[config.mk]
export PLATFORM = sky130hd
export DESIGN_NAME = mem_port_arbiter
export DESIGN_NICKNAME = d
export VERILOG_FILES = /design/src/rtl/mem_port_arbiter.sv
export SDC_FILE = /design/constraint.sdc
export NUM_CORES = 1
export LEC_CHECK = 0
export ABC_AREA = 1
export BUFFER_PORTS_ARGS = -buffer_cell sky130_fd_sc_hd__buf_2
export CORE_AREA = 2 2 71 100
export CTS_BUF_LIST = sky130_fd_sc_hd__clkbuf_4
export CTS_CLUSTER_SIZE = 12
export DETAILED_ROUTE_END_ITERATION = 10
export DIE_AREA = 0 0 73 102
export GPL_TIMING_DRIVEN = 1
export PLACE_DENSITY = 0.91
export SETUP_SLACK_MARGIN = 0.2
export SLEW_MARGIN = 30
export SYNTH_ARGS = -nofsm -noshare
export SYNTH_HDL_FRONTEND = slang
export SYNTH_SLANG_ARGS = --single-unit
export TNS_END_PERCENT = 5
[constraint.sdc]
create_clock -name clk -period 2.7 [get_ports clk]
set_clock_uncertainty 0.2 [all_clocks]
set_input_delay 0.27 -clock clk [delete_from_list [all_inputs] [get_ports clk]]
set_output_delay 0.27 -clock clk [all_outputs]
set_load 0.03 [all_outputs]
[src/rtl/mem_port_arbiter.sv]
// Round-robin arbiter sharing one memory port between instruction fetch (A, read-only)
// and data (B, read/write); one transaction in flight, all outputs registered.
module mem_port_arbiter #(
  parameter int unsigned ADDR_WIDTH = 16,
  parameter int unsigned DATA_WIDTH = 16
) (
  input  logic                  clk,
  input  logic                  reset_n,
  input  logic                  a_read,
  input  logic [ADDR_WIDTH-1:0] a_address,
  output logic                  a_resp,
  output logic [DATA_WIDTH-1:0] a_rdata,
  input  logic                  b_read,
  input  logic                  b_write,
  input  logic [ADDR_WIDTH-1:0] b_address,
  input  logic [DATA_WIDTH-1:0] b_wdata,
  output logic                  b_resp,
  output logic [DATA_WIDTH-1:0] b_rdata,
  output logic                  mem_read,
  output logic                  mem_write,
  output logic [ADDR_WIDTH-1:0] mem_address,
  output logic [DATA_WIDTH-1:0] mem_wdata,
  input  logic                  mem_resp,
  input  logic [DATA_WIDTH-1:0] mem_rdata
);

  typedef enum logic [1:0] {IDLE, BUSY_A, BUSY_B, DONE} state_t;

  state_t state, next_state;
  logic   last_grant_b;
  logic   b_req, grant_a, grant_b;

  // On contention the side that did not win last time is granted.
  always_comb begin
    b_req   = b_read | b_write;
    grant_a = a_read & (~b_req | last_grant_b);
    grant_b = b_req & (~a_read | ~last_grant_b);
  end

  always_ff @(posedge clk or negedge reset_n) begin
    if (!reset_n) state <= IDLE;
    else          state <= next_state;
  end

  always_comb begin
    next_state = state;
    unique case (state)
      IDLE: begin
        if (grant_a)      next_state = BUSY_A;
        else if (grant_b) next_state = BUSY_B;
      end
      BUSY_A, BUSY_B: if (mem_resp) next_state = DONE;
      DONE:    next_state = IDLE;
      default: next_state = IDLE;
    endcase
  end

  always_ff @(posedge clk or negedge reset_n) begin
    if (!reset_n) begin
      a_resp       <= 1'b0;
      a_rdata      <= '0;
      b_resp       <= 1'b0;
      b_rdata      <= '0;
      mem_read     <= 1'b0;
      mem_write    <= 1'b0;
      mem_address  <= '0;
      mem_wdata    <= '0;
      last_grant_b <= 1'b1;
    end else begin
      unique case (state)
        IDLE: begin
          if (grant_a) begin
            mem_read     <= 1'b1;
            mem_write    <= 1'b0;
            mem_address  <= a_address;
            last_grant_b <= 1'b0;
          end else if (grant_b) begin
            // Simultaneous read and write is resolved as a write.
            mem_read     <= ~b_write;
            mem_write    <= b_write;
            mem_address  <= b_address;
            mem_wdata    <= b_wdata;
            last_grant_b <= 1'b1;
          end
        end
        BUSY_A: begin
          if (mem_resp) begin
            mem_read  <= 1'b0;
            mem_write <= 1'b0;
            a_rdata   <= mem_rdata;
            a_resp    <= 1'b1;
          end
        end
        BUSY_B: begin
          if (mem_resp) begin
            mem_read  <= 1'b0;
            mem_write <= 1'b0;
            b_rdata   <= mem_rdata;
            b_resp    <= 1'b1;
          end
        end
        DONE: begin
          a_resp <= 1'b0;
          b_resp <= 1'b0;
        end
        default: ;
      endcase
    end
  end

endmodule

# Word-level counts from Yosys, hierarchy flattened

Index checks and enable logic that the tools add are counted.

Output and inout bits: 68
Bits in registers: 71
Bits of input ports: 70

Reductions and logical operators: 14
Equal/unequal tests: 7
Bitwise logic cells: 10
Muxes and demuxes: 18

Operators with widths:

| cell                                                                    | number |
|---|---|
| 16-bit 2-to-1 mux                                                       | 2 |
| 2-bit AND reduction                                                     | 6 |
| 1-bit 2-to-1 mux                                                        | 8 |
| 1-bit case mux with 2 select lines                                      | 4 |
| 2-bit nonzero test                                                      | 4 |
| 2-bit 2-to-1 mux                                                        | 3 |
| 2-bit case mux with 3 select lines                                      | 1 |
| 3-bit AND reduction                                                     | 2 |
| 1-bit NOT                                                               | 5 |
| 2-bit equality test, second input constant                              | 2 |
| 2-bit inequality test, second input constant                            | 2 |
| 3-bit inequality test, second input constant                            | 1 |
| 1-bit bitwise OR                                                        | 3 |
| 1-bit AND                                                               | 2 |
| 2-bit by 1-bit equality test with 1-bit output, second input constant   | 1 |
| 2-bit zero test                                                         | 1 |
| 2-bit by 1-bit inequality test with 1-bit output, second input constant | 1 |
| 2-bit OR reduction                                                      | 1 |

# Depth between registers and ports, before layout

Gate-level depths: netlist of run 1.

Depth after elaboration: 6
Depth in mapped cells: 8
Depth with buffers taken out: 7

# Worst setup path before layout of run 1

OpenSTA, ideal clock, no wires.

Kind: register -> register
From: register state[0]
To: register mem_address[0]
Slack: 1.063 ns
Setup time: 0.118 ns
Path buffers: 1
Stages on the path, launching flop included: 9
Data arrival time: 1.320 ns
Cells stage by stage: dfrtp_1 inv_1 ha_1 inv_1 a21oi_4 inv_2 buf_2 nand2_1 nand2_1

Word-level cells in the longest chain between the ends: 2

Ends and longest elaborated chain:

| item                                 | line | source |
|---|---|---|
| start: declaration                   | 29   | `state_t state, next_state;` |
| start signal: assignment             | 42   | `else state <= next_state;` |
| 2-bit zero test                      | 70   | `unique case (state)` |
| 2-bit AND reduction (no source line) | n/a  |  |
| end signal: assignment               | 75   | `mem_address <= a_address;` |
| end signal: assignment               | 81   | `mem_address <= b_address;` |
| end: declaration                     | 21   | `output logic [ADDR_WIDTH-1:0] mem_address,` |

Every way passes these cells.
A chain may end at the register's enable or synchronous reset.

# Final worst setup path of run 1

From: register state[0]
To: register mem_address[6]

Same word-level chain as after synthesis.

==> flow_summary.ini, run 1 <==
[cts]
cts_buffer_depth = 2
cts_resized = 0
hold_buffers = 60
clock_latency_ps = 400
htreeDepth = 3
cts_tree = done
postCtsSetupBuffers = 0
clockRootBuffer = clkbuf_4
cts_made_buffers = 9
cts.sink_count = 71
path_clk_slew_ps = 120

[floorplanning]
die_w_um = 73
start_util_pct = 48.53
core_um2 = 6525
die_area_um2 = 7446
die_h_um = 102
io_pins = 138
num_rows = 35

[job]
max_cap_violations = 0

[timing]
min_period_over_period_pct = 78.52
final.min_clock_period_ps = 2120
setup_ws_ps = 579.9
fmax_mhz = 471.7
grt_setup_unrepaired = false
worstMarginPinSlew_ps = 753.3
slew_headroom_pct = 49.78
setup_tns_ps = 0
hold-worst-slack_ps = 13.87
setup_violations = 0
maxSlewViolCount = 0
hold_viol_final = 0

[critical_path]
crit_type = reg -> reg
r2r_start = state[0]$_DFFE_PN0P_
critical_path.endpoint_type = register
critPathCapture = mem_address[6]$_DFFE_PN0P_
critPathArrivalTime_ps = 2220
r2r-end = mem_address[6]$_DFFE_PN0P_
crit_start = state[0]$_DFFE_PN0P_
crit_required_ps = 2800
worstSetupStartpointType = register
critPathMaxFanout = 22
rr_worst_depth = 7
reg2reg_slack_ps = 580

[place]
dp_hpwl_mm = 5.454
portBuffers = 137
place_ws_ps = 655.5
dp_cells = 584
routabilityCongestion = 0.8301

[drt]
drt_pre_antenna_iters = 7
drc_errors = 0
dr_total_vias = 3312
ant_nets = 0
vias_per_cell = 5.018
routedWlPerCell_um = 14.44
drtIter0Drc = 185
wl_mm = 9.530

[yosys]
syn_area_um2 = 3167
synth.avg_cell_area_um2 = 8.247
yosys_warnings = 0
synthesis.instances = 384
synth_nets = 459
synthMuxAreaShare_pct = 0
netlist_top_cells_area = dfrtp_1, nand2_1, nand3_1, inv_1, o21ai_0
synth_top_area_cell = dfrtp_1
synth_xor_area_share_pct = 0
ys_seq_area_share_pct = 56.14
synth.distinct_cells = 18
synth-simple-area-share_pct = 26.08
ys_ff_latch = 71
synth_top_family_by_area = simple AND/OR/NAND/NOR gates
synth_top_area_share_pct = 55.31
yosys.area_share.adder_pct = 1.976
synth_compound_area_share_pct = 6.203

[pwr]
vdd_drop_max_mv = 0.9313
power_density_nw_per_um2 = 1170
p_leak_uw = 0.002733

[layout]
drive_gt1_share_pct = 28.67
n_antenna_cell = 0
area_growth_pct = 47.21
fin_nets = 656
fillers = 452
fin_cells = 660

[global_routing]
grt_overflow = 0
grt_pass1_wl_mm = 15.10
grt_use_total_pct = 26.26
grt_max_degree = 40
grt_pass1_vias = 3315
antenna_found_initial = 0

[hold_path]
hold_class = in -> reg

[outcome]
status = complete, no violations
[cells by family after synthesis]
| kind of cell | Yosys count |
|---|---|
| adders and majority gates | 5 |
| buffers and inverters | 77 |
| AOI/OAI and AO/OA | 37 |
| DFF | 71 |
| and+or+nand+nor | 194 |
[power by group]
group | leakage [µW] | internal, µW | total, µW | switching, µW
Combinational | 0.00177 | 837 | 2880 | 2040
Clock | 0.0000809 | 299 | 698 | 398
Sequential | 0.000878 | 1580 | 1880 | 300
Total | 0.00273 | 2720 | 5460 | 2740
[registers in the layout, indices dropped and copies added, names as in the netlist]
register      flops
a_rdata          16
b_rdata          16
mem_address      16
mem_wdata        16
state             2
a_resp            1
b_resp            1
last_grant_b      1
mem_read          1
mem_write         1
[worst max-delay path, cell delays in order, from the launching register on]
cell     delay [ps]
dfrtp_1         440
inv_1           130
ha_1            190
inv_1            80
a21oi_4         490
inv_2           290
nand2_1         130
nand2_1          60
[synthesized netlist by cell type]
master    number
nand2_1      133
dfrtp_1       70
inv_1         59
nand3_1       53
o21ai_0       36
clkbuf_1       8
buf_2          6
ha_1           5
inv_2          3
nand2_2        2
nand2_4        2
a21oi_4        1
and2_1         1
buf_6          1
dfstp_2        1
nand3b_1       1
nor2_2         1
or2_2          1
[cells in the final DEF (no fill, tap or decap), types with 2 or more instances in the layout]
master	instances
buf_2	137
nand2_1	133
dfrtp_1	70
dlygate4sd3_1	60
inv_1	59
nand3_1	53
o21ai_0	36
clkbuf_4	10
ha_1	5
inv_2	3
clkinv_4	3
buf_4	3
nand2_2	2
nand2_4	2
[per-stage QoR]
step / total power (µW) / area [µm²] / util, %
final: 5456 / 4662 / 71.45
after global routing: 5826 / 4662 / 71.45
after CTS: 5410 / 4662 / 71.45
after detailed placement: 4638 / 3916 / 60.02
after global placement: 4528 / 3916 / 60.02
after floorplan: 3812 / 3167 / -
[cell type report]
class	instances	area, µm²	share of cell area [%]
multi-input combinational	236	1085	23.27
timing repair buffer	201	1329	28.50
tap	74	92.59	1.986
inverter	62	232.7	4.992
clock buffer	10	75.07	1.610
sequential	71	1778	38.14
clock inverter	6	70.07	1.503
[per-layer routing]
metal	up-vias	wire length [µm]	GRT usage [%]
li1	1570	-	-
met1	1538	3660	31.07
met2	172	4944	45.11
met3	32	636	4.931
met4	0	289	13.11
met5	-	0	0
[worst min path at each step]
stage	startpoint	depth (start not counted)	slack [ps]	endpoint
5_1_grt	b_address[9]	5	30	mem_address[9]$_DFFE_PN0P_
3_3_place_gp	reset_n	1	160	a_rdata[13]$_DFFE_PN0P_
2_1_floorplan	reset_n	0	-230	a_rdata[0]$_DFFE_PN0P_
6_report	b_address[9]	5	10	mem_address[9]$_DFFE_PN0P_
3_5_place_dp	reset_n	1	180	a_rdata[0]$_DFFE_PN0P_
4_1_cts	b_address[9]	5	3	mem_address[9]$_DFFE_PN0P_
No activity file was read; power rests on OpenSTA's default activity.
==> run 2, diff against run 1 <==
Settings changed: CORE_AREA 2 2 71 100 to 2 2 75 106, DIE_AREA 0 0 73 102 to 0 0 77 108, PLACE_DENSITY 0.91 to 0.86.
Clock period 2.7 ns to 1.89 ns, I/O delays scaled along.
==> run 2 against run 1 <==
Compared with the run above:
- maximum frequency up 28%
- power up 51%
- combinational power up 59%
- count of clock-buffer cells in the layout down 1
- die area up 12%
- register-to-register slack worse by 340 ps
- wire length up 11%
- sequential share of layout area down 2.6 points
- sequential power up 43%
- critical endpoint is now mem_wdata[0]$_DFFE_PN0P_
- largest power group unchanged
==> flow_summary.ini, run 2 (same netlist as run 1, synthesis figures left out) <==
[pwr]
p_leak_uw = 0.002859
switchingPower_uw = 4047
vdd_drop_max_mv = 1.116
pwr-share-comb_pct = 55.9
power_frac_seq_pct = 32.8
clockPowerShare_pct = 11.3
swShare_pct = 49.27
internal_power_uw = 4167
power_density_nw_per_um2 = 1644

[cts]
cts_buffer_depth = 2
cts_tree = done
clockRootBuffer = clkbuf_4
path_clk_slew_ps = 120
cts.sink_count = 71
clock_latency_ps = 420
cts_made_buffers = 9
htreeDepth = 3

[critical_path]
critPathArrivalTime_ps = 1800
worstSetupStartpointType = register
max_stage_delay_ps = 440
crit_slowest_cell = dfrtp_1
critPathTopFamily = flip-flops
worst-path-buf-inv = 4
critical_path.endpoint_type = register
critPathMostFrequentCell = inv_2
path_cells = inv_2, ha_4, inv_2, a21oi_4, buf_12, buf_6, nand3_1, nand2_1
critPathMaxFanout = 7
crit_required_ps = 2040
crit_type = reg -> reg

[global_routing]
grt_pass1_wl_mm = 16.11
grt_pass1_vias = 3517
antenna_found_initial = 0
grt_use_total_pct = 24.93
grt_max_degree = 41
grt_overflow = 0

[timing]
fmax_mhz = 605.8
maxSlewViolCount = 0
setup_violations = 0
worstMarginPinSlew_ps = 641.7
min_period_over_period_pct = 87.34
slew_headroom_pct = 57.08
final.min_clock_period_ps = 1651
grt_setup_unrepaired = true
hold_viol_final = 0
setup_tns_ps = 0

[drt]
dr_total_vias = 3476
routed-wl-met2_mm = 5.459
drc_errors = 0
ant_nets = 0
wl_met3_um = 869
wl_mm = 10.59
highest_layer = met4
wl_met1_mm = 3.923
vias_per_cell = 4.917
routedWlPerCell_um = 14.97
drt_pre_antenna_iters = 5
drtIter0Drc = 274

[floorplanning]
start_util_pct = 43.29
io_pins = 138
die_area_um2 = 8316
num_rows = 37
die_h_um = 108
die_w_um = 77
core_um2 = 7315

[outcome]
status = complete, no violations

[layout]
drive_gt1_share_pct = 31.09
fillers = 520
area_growth_pct = 57.80
finalInstanceArea_um2 = 4997
final_common_cell = buf_2
layout_common_cells = buf_2, nand2_1, dfrtp_1, dlygate4sd3_1, inv_1
fin_nets = 678

[place]
dp_hpwl_mm = 5.794
placed_cell_area_um2 = 3995
portBuffers = 137
routabilityCongestion = 0.7840

[job]
max_cap_violations = 0

[hold_path]
hold_class = in -> reg
## run 2: worst paths after layout
kind,slack [ps],endpoint,startpoint,cells after the start
min in group asynchronous,110,a_rdata[11]$_DFFE_PN0P_,reset_n,3
worst max-delay path,240,mem_wdata[0]$_DFFE_PN0P_,state[1]$_DFFE_PN0P_,8
worst min register to register,280,mem_wdata[8]$_DFFE_PN0P_,mem_wdata[8]$_DFFE_PN0P_,2
worst max register to register,240,mem_wdata[0]$_DFFE_PN0P_,state[1]$_DFFE_PN0P_,8
max in group asynchronous,340,a_rdata[12]$_DFFE_PN0P_,reset_n,3
worst min-delay path,70,state[1]$_DFFE_PN0P_,b_read,6
## run 2: what timing repair did
action | in CTS | in global routing
buffers inserted | 0 | 3
setup endpoints to repair | 14 | 39
pin swaps | 0 | 1
hold buffers | 70 | 0
resized for setup | 1 | 24
endpoints found under the hold margin | 139 | 0
cloned | 0 | 4
## run 2: through the flow
step | util (%) | setup WS (ps) | hold slack [ps] | instances | total power (µW)
2_1_floorplan | - | 252.7 | -306.6 | 384 | 5446
3_3_place_gp | 54.62 | 300.3 | -80.36 | 612 | 6558
3_5_place_dp | 54.62 | 197.6 | -78.49 | 612 | 6712
4_1_cts | 66.05 | 200.4 | 14.82 | 698 | 7774
5_1_grt | 68.25 | 148.7 | 97.92 | 705 | 8740
6_report | 68.32 | 239.3 | 72.47 | 707 | 8214
## run 2: final cells by class
| type | instances | area (µm²) | area share (%) |
|---|---|---|---|
| antenna | 2 | 5.005 | 0.1002 |
| clock buffer | 9 | 67.56 | 1.352 |
| clock inverter | 7 | 63.81 | 1.277 |
| inverter | 62 | 237.7 | 4.757 |
| multi-input combinational | 237 | 1129 | 22.58 |
| sequential | 71 | 1778 | 35.58 |
| tap | 97 | 121.4 | 2.429 |
| timing repair buffer | 222 | 1595 | 31.92 |
## run 2: metal layers
metal / global-route usage (%) / up-vias
met3: 6.260 / 37
met1: 27.23 / 1605
met2: 43.73 / 212
met5: 0 / -
met4: 14.92 / 0
li1: - / 1622
## run 2: power by group through the flow
stage          combinational [µW]  sequential, µW  clock [µW]
6_report                     4590            2690         932
5_1_grt                      4960            2760        1010
4_1_cts                      4160            2650         955
3_3_place_gp                 3910            2650           0
3_5_place_dp                 4040            2670           0
2_1_floorplan                1420            4030           0
## run 2: worst min-delay path, stage by stage
cell,delay [ps]
buf_2,100
nor2_2,60
nand3_1,100
nand2_1,90
nand2_1,70
nand2_1,50
==> run 3, diff against run 2 <==
Settings changed: CORE_AREA 2 2 75 106 to 2 2 71 101, DIE_AREA 0 0 77 108 to 0 0 73 103, PLACE_DENSITY 0.86 to 0.9.
Clock period 1.89 ns to 1.52 ns, I/O delays scaled along.
==> run 3 against run 2 <==
Compared with the run above:
- the flow now finishes with violations (negative hold slack, negative setup slack)
- clock power is 33% higher
- die area decreased by 9.6%
- sequential share of layout area is 4.0 points lower
- combinational power up 64%
- flip-flop and latch count did not move
- sequential power rose by 35%
- global-route usage is 5.0 points higher
- via count grew 10%
- cell area grew 13%
- utilization rose by 16 points
- count of clock-buffer cells in the layout unchanged
- first-iteration DRC count is 56% higher
- highest routed layer unchanged
==> flow_summary.ini, run 3 (same netlist as run 1, synthesis figures left out) <==
[floorplanning]
die_area_um2 = 7519
die_h_um = 103
num_rows = 36
start_util_pct = 47.18
io_pins = 138
core_um2 = 6711
die_w_um = 73

[hold_path]
min_from = a_read
hold_class = in -> reg

[drt]
vias_per_cell = 5.566
drt_pre_antenna_iters = 6
ant_nets = 0
wl_mm = 12.96
drc_errors = 0
drtIter0Drc = 428
routedWlPerCell_um = 18.80
dr_total_vias = 3835

[cts]
htreeDepth = 3
clock_latency_ps = 420
path_clk_slew_ps = 140
cts_tree = done
hold_buffers = 68
cts_made_buffers = 9
cts.sink_count = 71
clockRootBuffer = clkbuf_4
cts_buffer_depth = 2

[timing]
worstMarginPinSlew_ps = 482.1
final.min_clock_period_ps = 1718
grt_setup_unrepaired = true
min_period_over_period_pct = 113.0
hold-worst-slack_ps = -37.63
hold_viol_final = 1
fmax_mhz = 582.2
setup_ws_ps = -197.5
slew_headroom_pct = 67.81
setup_violations = 44
maxSlewViolCount = 0

[critical_path]
max_stage_delay_ps = 440
crit_required_ps = 1670
rr_worst_depth = 8
path_cells = inv_2, ha_4, inv_4, a21oi_4, buf_12, clkbuf_16, nand3_2, nand2_1
crit_type = reg -> reg
critPathCapture = mem_wdata[13]$_DFFE_PN0P_
worst-path-buf-inv = 4
critPathArrivalTime_ps = 1870
crit_start = state[1]$_DFFE_PN0P_
critPathMaxFanout = 7
critPathTopFamily = buffers and inverters
cp.depth = 8
crit_slowest_cell = dfrtp_1
r2r-end = mem_wdata[13]$_DFFE_PN0P_
r2r_start = state[1]$_DFFE_PN0P_
worstSetupStartpointType = register
reg2reg_slack_ps = -200
critical_path.endpoint_type = register

[global_routing]
antenna_found_initial = 0
grt_use_total_pct = 29.90
grt_pass1_vias = 3715
grt_pass1_wl_mm = 17.08
grt_overflow = 0
grt_max_degree = 34

[layout]
layout_common_cells = nand2_1, dfrtp_1, buf_2, buf_6, dlygate4sd3_1
area_growth_pct = 77.91
final_common_cell = nand2_1
fin_cells = 689
fillers = 290
fin_nets = 682
drive_gt1_share_pct = 35.46

[outcome]
violations = negative hold slack, negative setup slack
status = complete, but fails checks

[place]
dp_cells = 593
portBuffers = 137
routabilityCongestion = 0.8019
dp_hpwl_mm = 5.669

[pwr]
total_power_uw = 12410
p_leak_uw = 0.003044
vdd_drop_max_mv = 1.620
power_density_nw_per_um2 = 2202

[job]
max_cap_violations = 0
==> run 3: cell types whose count changed in the layout (fill, tap and decap cells not counted), moves of 5 or more <==
| cell | delta |
|---|---|
| nand3_2 | +9 |
| buf_6 | +68 |
| nand2_2 | +5 |
| buf_2 | -68 |
| nand3_1 | -10 |
| nand2_1 | -8 |
==> run 3: per-layer routing <==
layer	global-route usage (%)	routed length (µm)	vias to the layer above	part of all wire, %
li1	-	-	1627	-
met1	31.13	4341	1833	34
met3	10.26	1255	67	9.7
met5	0	0	-	0
met4	14.25	540	0	4.2
met2	53.08	6818	308	53
==> run 3: report_power, final <==
group | internal (µW) | leakage (µW) | switching, µW
registers | 2810 | 0.000878 | 808
clock network | 504 | 0.0000739 | 734
logic | 3230 | 0.00209 | 4320
==> run 3: worst register-to-register path, cell delays in order (launching register included) <==
cell       delay (ps)
dfrtp_1           440
inv_2             100
ha_4              150
inv_4              40
a21oi_4           150
buf_12            180
clkbuf_16         160
nand3_2           100
nand2_1           120
==> run 3: through the flow <==
stage / setup slack, ps / hold WS (ps) / cell area (µm²) / util (%) / setup TNS, ps
after global routing: -238.3 / -32.74 / 5632 / 83.91 / -6728
after floorplan: -21.12 / -343.6 / 3186 / - / -391.1
after global placement: -14.29 / -161.8 / 4046 / 60.29 / -178.4
final: -197.5 / -37.63 / 5634 / 83.95 / -3916
after detailed placement: -111.2 / -163.1 / 4046 / 60.29 / -2541
after CTS: -46.17 / -64.86 / 5416 / 80.70 / -682.9
==> run 3: layout make-up <==
type / count / area (µm²) / share of cell area [%]
inverter: 62 / 237.7 / 4.219
timing repair buffer: 226 / 2121 / 37.64
clock buffer: 9 / 67.56 / 1.199
tap: 76 / 95.09 / 1.688
multi-input combinational: 237 / 1260 / 22.36
clock inverter: 7 / 72.57 / 1.288
sequential: 71 / 1778 / 31.56
antenna: 1 / 2.502 / 0.04441
==> run 3: repair_timing <==
action                                  in CTS  in global routing
endpoints found under the setup margin     139                148
pin swaps                                    8                 14
endpoints found under the hold margin      140                  1
buffers inserted                             5                  1
gates resized for setup                    150                 31
cloned                                       1                  4
==> run 3: how the worst min path moves through the flow <==
stage,depth (start not counted),slack [ps],endpoint
CTS,5,-60,state[0]$_DFFE_PN0P_
detailed placement,1,-160,mem_wdata[7]$_DFFE_PN0P_
finish,5,-40,state[0]$_DFFE_PN0P_
global placement,1,-160,mem_wdata[7]$_DFFE_PN0P_
global route,5,-30,state[0]$_DFFE_PN0P_
floorplan,0,-340,a_rdata[0]$_DFFE_PN0P_
